--- config.mk ---
export PLATFORM = sky130hd
export DESIGN_NAME = instr_encoder_loader
export DESIGN_NICKNAME = d
export VERILOG_FILES = /design/src/rtl/instr_encoder_loader.sv
export SDC_FILE = /design/constraint.sdc
export NUM_CORES = 1
export LEC_CHECK = 0
export ABC_AREA = 1
export BUFFER_PORTS_ARGS = -buffer_cell sky130_fd_sc_hd__buf_2
export CORE_MARGIN = 4
export CORE_UTILIZATION = 53
export CTS_BUF_LIST = sky130_fd_sc_hd__clkbuf_4 sky130_fd_sc_hd__clkbuf_8
export DETAILED_ROUTE_END_ITERATION = 6
export PLACE_DENSITY = 0.81
export SETUP_SLACK_MARGIN = 0.15
export SYNTH_ARGS = -nofsm -noshare
export SYNTH_HDL_FRONTEND = slang
export SYNTH_SLANG_ARGS = --single-unit
--- constraint.sdc ---
create_clock -name clk -period 2.4 [get_ports clk]
set_input_delay 0.24 -clock clk [delete_from_list [all_inputs] [get_ports clk]]
set_output_delay 0.24 -clock clk [all_outputs]
set_load 0.01 [all_outputs]
--- src/rtl/instr_encoder_loader.sv ---
// Instruction encoder / loader.
// Packs host-supplied instruction fields into the 16-bit instruction word,
// range-checks immediates, and writes each accepted word sequentially into
// instruction memory starting at BASE_ADDR.
//
// Ports:
//   clk, rst_n           clock (rising edge), async active-low reset
//   start, finish        session open (resets address/counters) / close pulses
//   in_valid, in_ready   field bundle handshake
//   fmt, opcode, alu_op, rn, rd, rm, shift_op, imm   instruction fields
//   mem_write, mem_addr, mem_wdata, mem_ready        memory write port
//   busy, full, err, err_cnt, word_cnt, done         status
//
// state  | meaning
// IDLE   | no session; bundles ignored
// ACCEPT | session open, waiting for a field bundle
// WRITE  | encoded word presented to memory until mem_ready
// FULL   | last address written; waiting for finish or start
module instr_encoder_loader #(
   parameter int ADDR_W    = 8,
   parameter int BASE_ADDR = 0
) (
   input  logic              clk,
   input  logic              rst_n,
   input  logic              start,
   input  logic              finish,
   input  logic              in_valid,
   output logic              in_ready,
   input  logic [1:0]        fmt,
   input  logic [2:0]        opcode,
   input  logic [1:0]        alu_op,
   input  logic [2:0]        rn,
   input  logic [2:0]        rd,
   input  logic [2:0]        rm,
   input  logic [1:0]        shift_op,
   input  logic [15:0]       imm,
   output logic              mem_write,
   output logic [ADDR_W-1:0] mem_addr,
   output logic [15:0]       mem_wdata,
   input  logic              mem_ready,
   output logic              busy,
   output logic              full,
   output logic              err,
   output logic [7:0]        err_cnt,
   output logic [ADDR_W:0]   word_cnt,
   output logic              done
);

   localparam int CNT_W = ADDR_W + 1;
   localparam logic [ADDR_W-1:0] BASE     = ADDR_W'(BASE_ADDR);
   localparam logic [ADDR_W-1:0] LAST_ADR = {ADDR_W{1'b1}};

   typedef enum logic [1:0] {
      IDLE   = 2'd0,
      ACCEPT = 2'd1,
      WRITE  = 2'd2,
      FULL   = 2'd3
   } state_t;

   state_t state;

   logic [15:0] enc_word;
   logic        imm_ok;
   logic        accept;

   // Signed range check: the bits above the kept field must all equal its sign bit.
   always_comb begin
      enc_word = {opcode, alu_op, 11'd0};
      imm_ok   = 1'b1;
      case (fmt)
         2'b00: enc_word[10:0] = {rn, rd, shift_op, rm};
         2'b01: begin
            enc_word[10:0] = {rn, imm[7:0]};
            imm_ok = (imm[15:7] == '0) || (imm[15:7] == '1);
         end
         2'b10: begin
            enc_word[10:0] = {rn, rd, imm[4:0]};
            imm_ok = (imm[15:4] == '0) || (imm[15:4] == '1);
         end
         default: enc_word[10:0] = 11'd0;
      endcase
   end

   assign accept    = (state == ACCEPT) && in_valid;
   assign in_ready  = (state == ACCEPT);
   assign mem_write = (state == WRITE);
   assign full      = (state == FULL);
   assign busy      = (state != IDLE);

   always_ff @(posedge clk or negedge rst_n) begin
      if (!rst_n) begin
         state     <= IDLE;
         mem_addr  <= BASE;
         mem_wdata <= 16'd0;
         err       <= 1'b0;
         err_cnt   <= 8'd0;
         word_cnt  <= '0;
         done      <= 1'b0;
      end else begin
         err  <= 1'b0;
         done <= 1'b0;
         case (state)
            IDLE: begin
               if (start) begin
                  state    <= ACCEPT;
                  mem_addr <= BASE;
                  word_cnt <= '0;
                  err_cnt  <= 8'd0;
               end
            end
            ACCEPT: begin
               // start restarts the session and takes precedence over a bundle;
               // a bundle in turn takes precedence over finish.
               if (start) begin
                  mem_addr <= BASE;
                  word_cnt <= '0;
                  err_cnt  <= 8'd0;
               end else if (accept) begin
                  if (imm_ok) begin
                     mem_wdata <= enc_word;
                     state     <= WRITE;
                  end else begin
                     err <= 1'b1;
                     if (err_cnt != 8'hFF) err_cnt <= err_cnt + 8'd1;
                  end
               end else if (finish) begin
                  state <= IDLE;
                  done  <= 1'b1;
               end
            end
            WRITE: begin
               if (mem_ready) begin
                  word_cnt <= word_cnt + CNT_W'(1);
                  if (mem_addr == LAST_ADR) begin
                     state <= FULL;
                  end else begin
                     mem_addr <= mem_addr + ADDR_W'(1);
                     state    <= ACCEPT;
                  end
               end
            end
            FULL: begin
               if (start) begin
                  state    <= ACCEPT;
                  mem_addr <= BASE;
                  word_cnt <= '0;
                  err_cnt  <= 8'd0;
               end else if (finish) begin
                  state <= IDLE;
                  done  <= 1'b1;
               end
            end
            default: state <= IDLE;
         endcase
      end
   end

endmodule

==> impl_metrics.py, run 1 <==
metrics = {
    "flow_run": {
        "max-cap-violations": 0,
    },
    "route": {
        "ant_nets": 0,
        "routed_wl_mm": 6.88,
        "via_per_inst": 5.10,
        "drt-initial-drc-count": 105,
        "dr.pass1.iters": 4,
        "wl_per_cell_um": 12.9,
        "dr_total_vias": 2729,
        "drc": 0,
    },
    "final_layout": {
        "antenna_cells": 0,
        "fin_cells": 535,
        "final_layout_size_suffix_gt1_share_pct": 24.6,
        "syn_to_final_growth_pct": 21.7,
        "nets": 520,
    },
    "placement": {
        "io_buffer_count": 86,
        "dp_cells": 527,
        "pre_cts_slack_ns": 0.490,
        "gp_congestion": 0.859,
        "dp_hpwl_mm": 5.25,
    },
    "grt": {
        "grt_start_max_net_pins": 29,
        "grt_pass1_vias": 2544,
        "grt-ovfl-total": 0,
        "grt_pass1_wl_mm": 11.6,
        "grt_usage_pct": 22.7,
        "antenna_found_initial": 0,
    },
    "synth": {
        "netlist_instances": 379,
        "synthFlopType": "dfrtp_1",
        "postSynth.asyncResetShare_pct": 100,
        "yosys_warnings": 0,
        "synth_top_area_cell": "dfrtp_1",
        "synth_area_leaders": "dfrtp_1, nand2_1, inv_1",
        "yosys_register_bits": 45,
        "syn_area_sq_um": 2750,
        "seq_area_frac_synth_pct": 40.9,
        "synth_edf_count": 0,
        "synth_top_cells_by_count": "nand2_1, dfrtp_1, inv_1",
        "synth_most_common_cell": "nand2_1",
        "synth.avg_cell_area_sq_um": 7.26,
        "syn_nets": 431,
        "synth_top_area_share_pct": 40.9,
        "yosysUniqueCellTypes": 32,
    },
    "timing": {
        "finClkSkew_ns": 0.00877,
        "grt_setup_unrepaired": "false",
        "worst_slack_ns": 0.430,
        "max_freq_mhz": 508,
        "tns_ns": 0,
        "slew_violations": 0,
        "fin_crit_sh_pct": 82.1,
        "finalCriticalPeriod_ns": 1.97,
        "whs_ns": 0.206,
        "finalHoldViolations": 0,
        "worst_slew_pin_slew_ns": 0.442,
        "setup-violations-final": 0,
        "max_slew_margin_pct": 70.5,
    },
    "worst_setup_path": {
        "crit_fanout": 9,
        "critical_path_class": "flip-flop to flip-flop",
        "cp.required_ns": 2.64,
        "startpoint_type": "flip-flop",
        "worstSetupEndpointType": "flip-flop",
        "arrival_ns": 2.21,
        "r2r_start": "state[1]",
        "cp-startpoint": "state[1]",
    },
    "clocking": {
        "clkSlewWorstSetupHoldPaths_ns": 0.09,
        "cts_tree": "built",
        "clkSinkCount": 45,
        "clk_latency_ns": 0.29,
        "clock_path_buffers": 2,
        "h-tree-depth": 2,
        "cts-root-buf": "clkbuf_8",
        "cts_made_buffers": 5,
    },
    "floorplanning": {
        "chipHeight_um": 80.0,
        "ios": 87,
        "start_util_pct": 56.4,
        "dieArea_sq_um": 6410,
        "core_area_sq_um": 4880,
        "die_x_um": 80.0,
        "rows": 25,
    },
    "worst_hold_path": {
        "holdCritPathClass": "primary input to flip-flop",
        "holdCritStartpoint": "opcode[0]",
    },
    "pwr": {
        "power_leakage_nw": 1.91,
        "power-per-cell-area_nw_per_um2": 787,
        "max-vdd-ir-drop_v": 0.000502,
    },
    "run_status": {
        "outcome": "completed",
    },
}
## registers in the layout (all words and copies together), names as in the netlist
name and flops:
done 1, err 1, err_cnt 8, mem_addr 8, mem_wdata 16, state 2
word_cnt 9
## layout make-up
| type | instances | area, sq um |
|---|---|---|
| fill | 445 | 1530 |
| multi-input combinational | 279 | 1410 |
| sequential | 45 | 1130 |
| timing repair buffer | 90 | 463 |
| inverter | 47 | 176 |
| clock buffer | 7 | 90.1 |
| tap | 67 | 83.8 |
## report_power, final
group / switching (W) / internal [W] / total (W) / leakage, nW
logic: 0.000681 / 0.000390 / 0.00107 / 1.26
clock network: 0.000250 / 0.000240 / 0.000490 / 0.0477
registers: 0.000134 / 0.000939 / 0.00107 / 0.608
total: 0.00106 / 0.00157 / 0.00263 / 1.91
## repair_timing
action | CTS | global route
hold buffers | 1 | 0
endpoints found under the setup margin | 0 | 0
gates resized for setup | 0 | 0
hold endpoints to repair | 17 | 0
setup buffers | 0 | 0
## placed cells by master (no fill, tap or decap), drive strengths merged
cell type / Yosys / final
a22o: 1 / 1
inv: 47 / 47
xor2: 1 / 1
dlygate4sd3: 0 / 1
clkbuf: 3 / 7
nand3: 31 / 31
nand2: 125 / 125
nor3: 8 / 8
o31ai: 1 / 1
o21ai: 19 / 19
and3: 1 / 1
a21oi: 19 / 19
a31oi: 1 / 1
ha: 12 / 12
dfrtp: 45 / 45
o22ai: 1 / 1
nor2: 34 / 34
buf: 5 / 89
xnor2: 2 / 2
nand3b: 3 / 3
or2: 2 / 2
nand4: 18 / 18
## path summary, 6_finish.rpt
check / endpoint / slack [ns] / cells past startpoint
max: err_cnt[2] / 0.43 / 11
min: mem_wdata[13] / 0.21 / 3
max reg2reg: err_cnt[2] / 0.43 / 11
min reg2reg: mem_wdata[13] / 0.48 / 2
max in group asynchronous: word_cnt[8] / 1.26 / 3
min in group asynchronous: state[1] / 0.41 / 2
## stage by stage
step,cell area [sq um],util [%],power [W]
floorplan,2750,-,0.00173
global placement,3250,66.6,0.00213
detailed placement,3250,66.6,0.00215
CTS,3350,68.6,0.00264
global route,3350,68.6,0.00283
finish,3350,68.6,0.00263
## critical path, cell delays in order, from the launching register on
cell	delay, ns
dfrtp_1	0.45
inv_1	0.13
ha_1	0.28
inv_2	0.06
nor2_1	0.18
buf_4	0.18
nand2_1	0.06
o21ai_1	0.15
inv_2	0.11
nand2_2	0.17
nand2_1	0.07
nand2_1	0.06
## cell families (layout without fill, tap and decap cells)
family                     Yosys count  after routing  synth area share, %
xor gates and xnor gates             3              3                0.956
AOI/OAI and AO/OA                   42             42                 7.96
and+or+nand+nor                    222            222                 36.9
adders and majority gates           12             12                 5.46
buffers and inverters               55            144                 7.83
DFF                                 45             45                 40.9
## layer usage
metal / track usage (%) / wire (um) / vias up
met2: 39.7 / 3380 / 75
li1: - / - / 1397
met5: 0 / 0 / -
met4: 5.07 / 89 / 0
met1: 28.6 / 3040 / 1246
met3: 4.97 / 380 / 11
Power figures use the tool's default switching activity.
==> inputs of run 2 (changes only) <==
==> constraint.sdc (replaced) <==
create_clock -name clk -period 2.05 [get_ports clk]
set_input_delay 0.205 -clock clk [delete_from_list [all_inputs] [get_ports clk]]
set_output_delay 0.205 -clock clk [all_outputs]
set_load 0.01 [all_outputs]
==> impl_metrics.py, run 2 (synthesized netlist as in run 1, its figures left out) <==
metrics = {
    "timing": {
        "grt_setup_unrepaired": "true",
        "slew_violations": 0,
        "setup-violations-final": 0,
        "worst_slew_pin_slew_ns": 0.577,
        "whs_ns": -0.0109,
        "finalHoldViolations": 9,
        "max_slew_margin_pct": 61.5,
        "tns_ns": 0,
        "finClkSkew_ns": 0.00436,
        "max_freq_mhz": 547,
        "fin_crit_sh_pct": 89.2,
        "finalCriticalPeriod_ns": 1.83,
    },
    "final_layout": {
        "fin_cells": 540,
        "final_layout_size_suffix_gt1_share_pct": 26.0,
        "final_util_pct": 69.3,
        "syn_to_final_growth_pct": 22.9,
        "nets": 524,
        "stdcell_area_sq_um": 3380,
        "top_register": "mem_wdata",
        "largestRegisters": "mem_wdata x16, word_cnt x9",
        "final_cell_mix": "nand2_1, buf_2, dfrtp_1",
        "final_common_cell": "nand2_1",
        "largest_register_ffs": 16,
        "antenna_cells": 0,
    },
    "flow_run": {
        "max-cap-violations": 0,
    },
    "route": {
        "wl_per_cell_um": 12.6,
        "drc": 0,
        "routed_wl_mm": 6.79,
        "via_per_inst": 5.15,
        "dr.pass1.iters": 4,
        "ant_nets": 0,
        "dr_total_vias": 2782,
        "drt-initial-drc-count": 140,
    },
    "clocking": {
        "cts_made_buffers": 5,
        "clock_path_buffers": 2,
        "cts_tree": "built",
        "clk_latency_ns": 0.29,
        "cts-root-buf": "clkbuf_8",
        "clkSinkCount": 45,
        "h-tree-depth": 2,
        "clkSlewWorstSetupHoldPaths_ns": 0.08,
    },
    "floorplanning": {
        "ios": 87,
        "start_util_pct": 56.4,
        "dieArea_sq_um": 6410,
        "core_area_sq_um": 4880,
        "chipHeight_um": 80.0,
        "die_x_um": 80.0,
        "rows": 25,
    },
    "run_status": {
        "violations": "negative hold slack",
        "outcome": "finished, violations left",
    },
    "worst_setup_path": {
        "r2r-end": "err_cnt[4]",
        "reg2reg_depth": 12,
        "startpoint_type": "flip-flop",
        "arrival_ns": 2.01,
        "cp.required_ns": 2.23,
        "critical_path_class": "flip-flop to flip-flop",
        "worstSetupEndpointType": "flip-flop",
        "crit_fanout": 9,
        "r2r_start": "state[1]",
        "rrSetupSlack_ns": 0.22,
    },
    "grt": {
        "grt_start_max_net_pins": 46,
        "antenna_found_initial": 0,
        "grt_pass1_wl_mm": 11.5,
        "grt_usage_pct": 22.4,
        "grt-ovfl-total": 0,
        "grt_pass1_vias": 2635,
    },
    "placement": {
        "gp_congestion": 0.850,
        "dp_cells": 529,
        "io_buffer_count": 86,
        "placed_area_sq_um": 3260,
        "dp_hpwl_mm": 5.16,
    },
    "worst_hold_path": {
        "holdCritPathClass": "primary input to asynchronous set/reset pin",
    },
    "pwr": {
        "max-vdd-ir-drop_v": 0.000498,
        "power_leakage_nw": 1.93,
        "power-per-cell-area_nw_per_um2": 913,
    },
}
-- run 2: cell types whose count changed in the layout (fill, tap and decap cells not counted), sizes merged --
| cell | previous run | this run |
|---|---|---|
| buf | 89 | 94 |
| clkbuf | 7 | 6 |
| clkinv | 0 | 2 |
| dlygate4sd3 | 1 | 0 |
-- run 2: where the power goes --
part / internal (W) / switching [W] / leakage, nW / total, W
clock network: 0.000250 / 0.000286 / 0.0484 / 0.000536
registers: 0.00110 / 0.000156 / 0.608 / 0.00126
logic: 0.000476 / 0.000819 / 1.28 / 0.00129
-- run 2: worst max path at each step --
| stage | end | start | slack [ns] | cells after the start |
|---|---|---|---|---|
| 2_1_floorplan | word_cnt[6] | state[0] | 0.33 | 11 |
| 3_3_place_gp | mem_addr[3] | state[0] | 0.22 | 9 |
| 3_5_place_dp | word_cnt[6] | state[0] | 0.15 | 12 |
| 4_1_cts | word_cnt[6] | state[0] | 0.22 | 12 |
| 5_1_grt | err_cnt[7] | state[1] | 0.06 | 12 |
| 6_report | err_cnt[4] | state[1] | 0.22 | 12 |
-- run 2: critical path: stages, from the launching register on --
cell	delay (ns)
dfrtp_1	0.41
inv_1	0.10
ha_1	0.26
inv_2	0.09
nor2_2	0.05
nand2_1	0.09
nand2_1	0.06
a21oi_1	0.14
o21ai_1	0.10
inv_2	0.15
nand2_2	0.14
nand2_1	0.09
nand2_1	0.05
-- run 2: routing by layer --
metal	vias up	global-route usage [%]	share of wire, %	routed length [um]
li1	1416	-	-	-
met1	1291	27.5	44	2990
met2	67	39.4	50	3390
met3	8	4.74	4.8	326
met4	0	6.08	1.2	79
met5	-	0	0	0
-- run 2: metrics by stage --
step / worst slack (ns) / hold slack, ns / power [W]
CTS: 0.220 / 0.0148 / 0.00306
finish: 0.221 / -0.0109 / 0.00309
floorplan: 0.327 / -0.0906 / 0.00203
global route: 0.0593 / 0.0332 / 0.00334
global placement: 0.220 / 0.322 / 0.00248
detailed placement: 0.147 / 0.327 / 0.00252
-- run 2: final cells by class --
cell class,count,area [sq um]
fillers,423,1500
multi-input cells,279,1410
flip-flops and latches,45,1130
repair buffers,94,494
inverters,47,176
well taps,67,83.8
clock buffers,6,76.3
clock inverters,2,10.0
-- run 2: what timing repair did --
item                       4_1_cts  5_1_grt
setup buffers                    0        3
setup endpoints to repair        1       29
resized for setup                1        2
pin swaps                        0        1
hold buffers                     0        0
